$ cat src/rtl/pc_stack_engine_pkg.sv
// ---------------------------------------------------------------------------
// pc_stack_engine_pkg
// Shared CPU types for the PC stack engine: operation modes, sequencer
// states, fixed bus widths and the X-register increment helper.
// ---------------------------------------------------------------------------
package pc_stack_engine_pkg;

  // Operation requested on start (encoding is part of the CPU opcode map)
  typedef enum logic [1:0] {
    MODE_PUSH     = 2'd0,
    MODE_POP      = 2'd1,
    MODE_POP_SKIP = 2'd2,
    MODE_POP_IMM  = 2'd3
  } mode_t;

  // Nibble sequencer states
  typedef enum logic [2:0] {
    ST_IDLE    = 3'd0,
    ST_PUSH_WR = 3'd1,
    ST_POP_RD  = 3'd2,
    ST_IMM_WR  = 3'd3,
    ST_DONE    = 3'd4
  } state_t;

  localparam int RAM_ADDR_W = 12;
  localparam int X_W        = 12;
  localparam int NIB_W      = 4;

  // X advances inside its low page only; the page bits x[11:8] never change.
  function automatic logic [X_W-1:0] x_inc(input logic [X_W-1:0] x);
    return {x[11:8], x[7:0] + 8'd1};
  endfunction

endpackage

$ cat src/rtl/pc_stack_engine.sv
// ---------------------------------------------------------------------------
// pc_stack_engine
// Moves a multi-nibble program counter between the CPU and a 4-bit wide
// external RAM, one nibble per enabled CPU cycle.
//   PUSH     : writes pc_in MSB-nibble first below sp_in, sp_out = sp_in-NIBBLES
//   POP      : reads NIBBLES nibbles upward from sp_in, sp_out = sp_in+NIBBLES
//   POP_SKIP : POP, then the low STEP_WIDTH bits of the PC are incremented
//   POP_IMM  : POP, then IMM_NIBBLES immediate nibbles are stored at X, X++
//
// Ports
//   clk, reset      : clock, asynchronous active-high reset
//   clk_en          : CPU cycle enable; nothing moves while low
//   start, mode     : operation request (sampled only while idle)
//   pc_in, sp_in,
//   x_in, imm       : operands, latched when the request is accepted
//   ram_addr/we/wdata/rdata : external nibble RAM (read data one enabled
//                     cycle after its address)
//   pc_out, sp_out, x_out : results
//   busy, done      : operation in progress / one-enabled-cycle completion
// ---------------------------------------------------------------------------
module pc_stack_engine
  import pc_stack_engine_pkg::*;
#(
  parameter int NIBBLES     = 3,
  parameter int SP_WIDTH    = 8,
  parameter int STEP_WIDTH  = 8,
  parameter int IMM_NIBBLES = 2
) (
  input  logic                        clk,
  input  logic                        reset,
  input  logic                        clk_en,
  input  logic                        start,
  input  logic [1:0]                  mode,
  input  logic [4*NIBBLES-1:0]        pc_in,
  input  logic [SP_WIDTH-1:0]         sp_in,
  input  logic [X_W-1:0]              x_in,
  input  logic [4*IMM_NIBBLES-1:0]    imm,
  output logic [RAM_ADDR_W-1:0]       ram_addr,
  output logic                        ram_we,
  output logic [NIB_W-1:0]            ram_wdata,
  input  logic [NIB_W-1:0]            ram_rdata,
  output logic [4*NIBBLES-1:0]        pc_out,
  output logic [SP_WIDTH-1:0]         sp_out,
  output logic [X_W-1:0]              x_out,
  output logic                        busy,
  output logic                        done
);

  localparam int CNT_W = $clog2(NIBBLES + IMM_NIBBLES + 2);
  localparam logic [CNT_W-1:0] PUSH_LAST = CNT_W'(NIBBLES - 1);
  localparam logic [CNT_W-1:0] POP_LAST  = CNT_W'(NIBBLES);
  localparam logic [CNT_W-1:0] IMM_LAST  = CNT_W'(IMM_NIBBLES - 1);

  state_t                     state_r;
  mode_t                      mode_r;
  logic [CNT_W-1:0]           step_r;
  logic [SP_WIDTH-1:0]        sp_base_r;
  logic [4*IMM_NIBBLES-1:0]   imm_r;
  logic [4*NIBBLES-1:0]       pc_r;
  logic [SP_WIDTH-1:0]        sp_r;
  logic [X_W-1:0]             x_r;
  logic [RAM_ADDR_W-1:0]      addr_r;
  logic [NIB_W-1:0]           wdata_r;
  logic                       we_r;
  logic                       busy_r;
  logic                       done_r;

  int                         rd_idx_s;
  int                         push_idx_s;
  int                         imm_idx_s;
  logic [4*NIBBLES-1:0]       filled_pc_s;
  logic [4*NIBBLES-1:0]       pop_pc_s;
  logic [NIB_W-1:0]           push_wdata_s;
  logic [NIB_W-1:0]           imm_wdata_s;

  // Stack pointers are narrower than the RAM bus; upper address bits are zero.
  function automatic logic [RAM_ADDR_W-1:0] stack_addr(input logic [SP_WIDTH-1:0] a);
    return RAM_ADDR_W'(a);
  endfunction

  // Read data lags its address by one step, so step k stores nibble k-1.
  always_comb begin
    rd_idx_s = int'(step_r) - 32'sd1;
    if (rd_idx_s >= 0 && rd_idx_s < NIBBLES) begin
      filled_pc_s = pc_r;
      filled_pc_s[4*rd_idx_s +: 4] = ram_rdata;
    end else begin
      filled_pc_s = pc_r;
    end
  end

  // POP_SKIP bumps only the low step field on the final read step.
  always_comb begin
    if (step_r == POP_LAST && mode_r == MODE_POP_SKIP) begin
      pop_pc_s = filled_pc_s;
      pop_pc_s[STEP_WIDTH-1:0] = filled_pc_s[STEP_WIDTH-1:0] + STEP_WIDTH'(1);
    end else begin
      pop_pc_s = filled_pc_s;
    end
  end

  // Write data for the step that follows the current one.
  always_comb begin
    push_idx_s = NIBBLES - 2 - int'(step_r);
    imm_idx_s  = int'(step_r) + 32'sd1;
    if (push_idx_s >= 0 && push_idx_s < NIBBLES) begin
      push_wdata_s = pc_r[4*push_idx_s +: 4];
    end else begin
      push_wdata_s = 4'd0;
    end
    if (imm_idx_s >= 0 && imm_idx_s < IMM_NIBBLES) begin
      imm_wdata_s = imm_r[4*imm_idx_s +: 4];
    end else begin
      imm_wdata_s = 4'd0;
    end
  end

  // Sequencer FSM; RAM controls are registered one step ahead of their use.
  always_ff @(posedge clk or posedge reset) begin
    if (reset) begin
      state_r   <= ST_IDLE;
      mode_r    <= MODE_PUSH;
      step_r    <= '0;
      sp_base_r <= '0;
      imm_r     <= '0;
      pc_r      <= '0;
      sp_r      <= '0;
      x_r       <= '0;
      addr_r    <= '0;
      wdata_r   <= 4'd0;
      we_r      <= 1'b0;
      busy_r    <= 1'b0;
      done_r    <= 1'b0;
    end else if (clk_en) begin
      case (state_r)
        ST_IDLE: begin
          done_r <= 1'b0;
          we_r   <= 1'b0;
          if (start) begin
            mode_r    <= mode_t'(mode);
            sp_base_r <= sp_in;
            imm_r     <= imm;
            pc_r      <= pc_in;
            sp_r      <= sp_in;
            x_r       <= x_in;
            step_r    <= '0;
            busy_r    <= 1'b1;
            if (mode_t'(mode) == MODE_PUSH) begin
              state_r <= ST_PUSH_WR;
              we_r    <= 1'b1;
              addr_r  <= stack_addr(sp_in - SP_WIDTH'(1));
              wdata_r <= pc_in[4*(NIBBLES-1) +: 4];
            end else begin
              state_r <= ST_POP_RD;
              we_r    <= 1'b0;
              addr_r  <= stack_addr(sp_in);
            end
          end
        end

        ST_PUSH_WR: begin
          // sp_r tracks the address just written, ending at sp_in-NIBBLES
          sp_r <= sp_r - SP_WIDTH'(1);
          if (step_r == PUSH_LAST) begin
            state_r <= ST_DONE;
            we_r    <= 1'b0;
            done_r  <= 1'b1;
          end else begin
            step_r  <= step_r + CNT_W'(1);
            addr_r  <= stack_addr(sp_r - SP_WIDTH'(2));
            wdata_r <= push_wdata_s;
          end
        end

        ST_POP_RD: begin
          pc_r <= pop_pc_s;
          if (step_r == POP_LAST) begin
            sp_r <= sp_base_r + SP_WIDTH'(NIBBLES);
            if (mode_r == MODE_POP_IMM) begin
              state_r <= ST_IMM_WR;
              step_r  <= '0;
              we_r    <= 1'b1;
              addr_r  <= x_r;
              wdata_r <= imm_r[3:0];
            end else begin
              state_r <= ST_DONE;
              done_r  <= 1'b1;
            end
          end else begin
            step_r <= step_r + CNT_W'(1);
            // the trailing step only collects data, so the address is held
            if (step_r < PUSH_LAST) begin
              addr_r <= stack_addr(sp_base_r + SP_WIDTH'(step_r) + SP_WIDTH'(1));
            end else begin
              addr_r <= addr_r;
            end
          end
        end

        ST_IMM_WR: begin
          x_r <= x_inc(x_r);
          if (step_r == IMM_LAST) begin
            state_r <= ST_DONE;
            we_r    <= 1'b0;
            done_r  <= 1'b1;
          end else begin
            step_r  <= step_r + CNT_W'(1);
            addr_r  <= x_inc(x_r);
            wdata_r <= imm_wdata_s;
          end
        end

        ST_DONE: begin
          state_r <= ST_IDLE;
          done_r  <= 1'b0;
          busy_r  <= 1'b0;
          we_r    <= 1'b0;
        end

        default: begin
          state_r <= ST_IDLE;
          done_r  <= 1'b0;
          busy_r  <= 1'b0;
          we_r    <= 1'b0;
        end
      endcase
    end
  end

  assign ram_addr  = addr_r;
  assign ram_wdata = wdata_r;
  // a frozen cycle must never commit a write, so the strobe follows clk_en
  assign ram_we    = we_r & clk_en;
  assign pc_out    = pc_r;
  assign sp_out    = sp_r;
  assign x_out     = x_r;
  assign busy      = busy_r;
  assign done      = done_r;

endmodule

$ cat config.mk
export PLATFORM = sky130hd
export DESIGN_NAME = pc_stack_engine
export DESIGN_NICKNAME = d
export VERILOG_FILES = /design/src/rtl/pc_stack_engine_pkg.sv /design/src/rtl/pc_stack_engine.sv
export SDC_FILE = /design/constraint.sdc
export NUM_CORES = 1
export LEC_CHECK = 0
export ABC_AREA = 1
export CORE_UTILIZATION = 30
export CTS_CLUSTER_DIAMETER = 100
export CTS_CLUSTER_SIZE = 16
export DETAILED_ROUTE_END_ITERATION = 6
export GPL_ROUTABILITY_DRIVEN = 0
export HOLD_SLACK_MARGIN = 0.08
export PLACE_DENSITY = 0.51
export SYNTH_ARGS = -nofsm -noshare
export SYNTH_HDL_FRONTEND = slang
export SYNTH_SLANG_ARGS = --single-unit
$ cat constraint.sdc
create_clock -name clk -period 10.3 [get_ports clk]
set_input_delay 3.09 -clock clk [delete_from_list [all_inputs] [get_ports clk]]
set_output_delay 3.09 -clock clk [all_outputs]
set_load 0.01 [all_outputs]
==> run_results.csv <==
group,metric,value,unit
status,status,"complete, no violations",
global_route,track_usage,19.47,%
clocking,cts_tree,"done",
cells_and_area,syn_to_final_growth,28.60,%
sta,tightest_slew,1.006,ns
yosys,yosys-top-cells-area,"dfrtp_1, nand2_1, ha_1, inv_1, o21ai_0",
clocking,clock-sinks,75,
power,switchingPower,1.018,mW
routing,vias_per_cell,4.989,
routing,firstDrtPassIters,5,
sta,maxSlewHeadroom,32.96,%
yosys,syn-cell-area,5411,sq um
sta,tns,0,ns
yosys,synth_area_per_cell,7.244,sq um
die,die_area,18580,sq um
routing,routedWlPerCell,16.20,microns
cells_and_area,nNetsFinal,921,
yosys,synth_area_leader_cell,"dfrtp_1",
min_path,min_path_type,"register to register",
critical_path,worstPathMaxFanout,5,
die,die-width,136.3,microns
sta,fmax,133.5,MHz
power,peakVddDrop,0.1005,mV
clocking,clk_pin_slew,0.06,ns
die,num_io_pins,101,
global_route,grt_overflow_total,0,
yosys,synth_most_common_cell,"nand2_1",
power,p_int,1.131,mW
critical_path,cp.required,7.21,ns
yosys,netlist_instances,747,
power,cellPowerDensity,308.7,nW/um^2
cells_and_area,layout.cells.non_filler,1073,
sta,grt_setup_unrepaired,"false",
global_route,grt_pass1_vias,4834,
sta,drv_slew,0,
clocking,cts_buffer_depth,2,
sta,finalSetupViolations,0,
critical_path,critPathKind,"input port to output port",
flow_run,drv_cap,0,
yosys,synth_cell_types,55,
power,netSwitchingFraction,47.36,%
clocking,clock_latency,0.35,ns
yosys,synth_top_area_share,34.68,%
routing,drc,0,
die,num_rows,48,
die,start_util,30.96,%
yosys,synth_nets,825,
sta,clock_skew,0.01618,ns
critical_path,cp.arrival,4.40,ns
power,leakage,3.156,nW
clocking,h-tree-depth,3,
routing,routed_wl,17390,microns
routing,drtAntennaViolNets,0,
cells_and_area,insertedDiodeCount,0,
yosys,synth_seq_area_share,34.68,%
die,die_y,136.3,microns
cells_and_area,drive_above_1_share,8.491,%
sta,hold_violations,0,
power,p_comb_share,54.9,%
yosys,synth_commonest_cells,"nand2_1, inv_1, dfrtp_1, nor2_1, o21ai_0",
yosys,ys_async_sr_fraction,100.0,%
placed_design,place_hpwl,13230,microns
clocking,cts_buffers,9,
power,clock_power_share,17.5,%
yosys,ys.flop_type,"dfrtp_1",
global_route,antenna_found_initial,0,
yosys,synth_edf_count,0,
critical_path,worst_setup_path_start_kind,"input port",
cells_and_area,num-fill-cells,1845,
placed_design,io_buffers,100,
sta,fin_crit,7.490,ns
critical_path,end_kind,"output port",
global_route,grt_pass1_wl,27290,microns
routing,dr.first_iter.drc_count,439,
die,core,17480,sq um
global_route,grt_max_degree,76,
placed_design,dp.cells,1057,
clocking,post_cts_resized,0,
sta,min_period_over_period,72.72,%
yosys,synth_warnings,0,
yosys,ys_ff_latch,75,
routing,via_count,5353,
clocking,cts_setup_buffers,0,
clocking,clockRootBuffer,"clkbuf_16",
power,seqPwrFrac,27.6,%
clocking,ctsHoldBuffers,0,
-- routing by layer --
metal | GRT usage (%) | wire [microns] | vias to the layer above
met5 | 0 | 0 | -
met4 | 4.259 | 149 | 0
met3 | 3.281 | 731 | 12
met2 | 27.98 | 7381 | 124
met1 | 29.88 | 9124 | 2523
li1 | - | - | 2694
-- power groups by stage --
stage | clock network (mW) | logic [mW] | registers (mW)
4_1_cts | 0.385 | 1.19 | 0.590
3_3_place_gp | 0 | 1.17 | 0.596
6_report | 0.376 | 1.18 | 0.593
5_1_grt | 0.395 | 1.33 | 0.611
3_5_place_dp | 0 | 1.18 | 0.595
2_1_floorplan | 0 | 0.752 | 0.581
-- cells by family after synthesis --
logic type | synth area share, %
and+or+nand+nor | 30.34
AOI/OAI and AO/OA | 18.27
buffers and inverters | 8.971
DFF | 34.68
adders and majority gates | 6.613
xor gates and xnor gates | 1.133
-- state kept, by name, indices dropped and copies added, names as in the netlist --
register,cells
pc_out,12
done,1
mode_r,2
sp_base_r,8
x_out,12
sp_out,8
ram_addr,12
step_r,3
ram_wdata,4
busy,1
we_r,1
state_r,3
imm_r,8
-- layout by cell type, fill, tap and decap left out, drive strengths merged --
master	count
nor2	83
dfrtp	75
nand3b	1
o41ai	1
nand3	56
buf	2
clkinvlp	1
nor4	2
o21ai	73
bufinv	3
a21o	1
a211oi	2
or2	2
nand4	14
nor3b	1
clkinv	4
a22oi	3
inv	99
o211ai	10
o31ai	2
clkdlybuf4s50	100
fa	1
ha	27
a31oi	18
nand2	185
o221ai	2
o311ai	1
xor2	7
a21oi	40
a221oi	4
clkbuf	9
a32oi	1
o22ai	7
nor3	10
o2111ai	1
-- metrics by stage --
step	worst slack [ns]	area [sq um]	total power, mW	utilization (%)	hold WS, ns
after global routing	2.699	6959	2.334	39.82	0.4958
after global placement	2.807	6610	1.769	37.82	0.4597
after CTS	2.800	6959	2.162	39.82	0.4834
after floorplan	4.010	5411	1.332	-	0.4419
after detailed placement	2.803	6610	1.775	37.82	0.4649
final	2.810	6959	2.149	39.82	0.4779
-- area by class of cell --
cell class / count / area, sq um / area share (%)
Inverter: 100 / 386.6 / 5.556
Timing Repair Buffer: 102 / 1016 / 14.60
Multi-Input combinational cell: 555 / 3049 / 43.82
Tap cell: 225 / 281.5 / 4.045
Clock buffer: 9 / 225.2 / 3.236
Sequential cell: 75 / 1877 / 26.97
Clock inverter: 7 / 123.9 / 1.780
-- worst max-delay path, cell delays in order --
cell	delay, ns
clkdlybuf4s50_1	0.65
nand2_1	0.08
inv_1	0.06
clkdlybuf4s50_1	0.52
-- worst paths after layout --
kind	from	endpoint	slack [ns]	cells after the start
max	clk_en	ram_we	2.81	4
min	imm_r[1]$_DFFE_PP0P_	imm_r[1]$_DFFE_PP0P_	0.48	2
max reg2reg	step_r[1]$_DFFE_PP0P_	pc_out[6]$_DFFE_PP0P_	6.21	21
min reg2reg	imm_r[1]$_DFFE_PP0P_	imm_r[1]$_DFFE_PP0P_	0.48	2
max in group asynchronous	reset	imm_r[4]$_DFFE_PP0P_	6.29	3
min in group asynchronous	reset	we_r$_DFFE_PP0P_	3.39	3
Note: power is estimated with default switching activity, not from simulation.
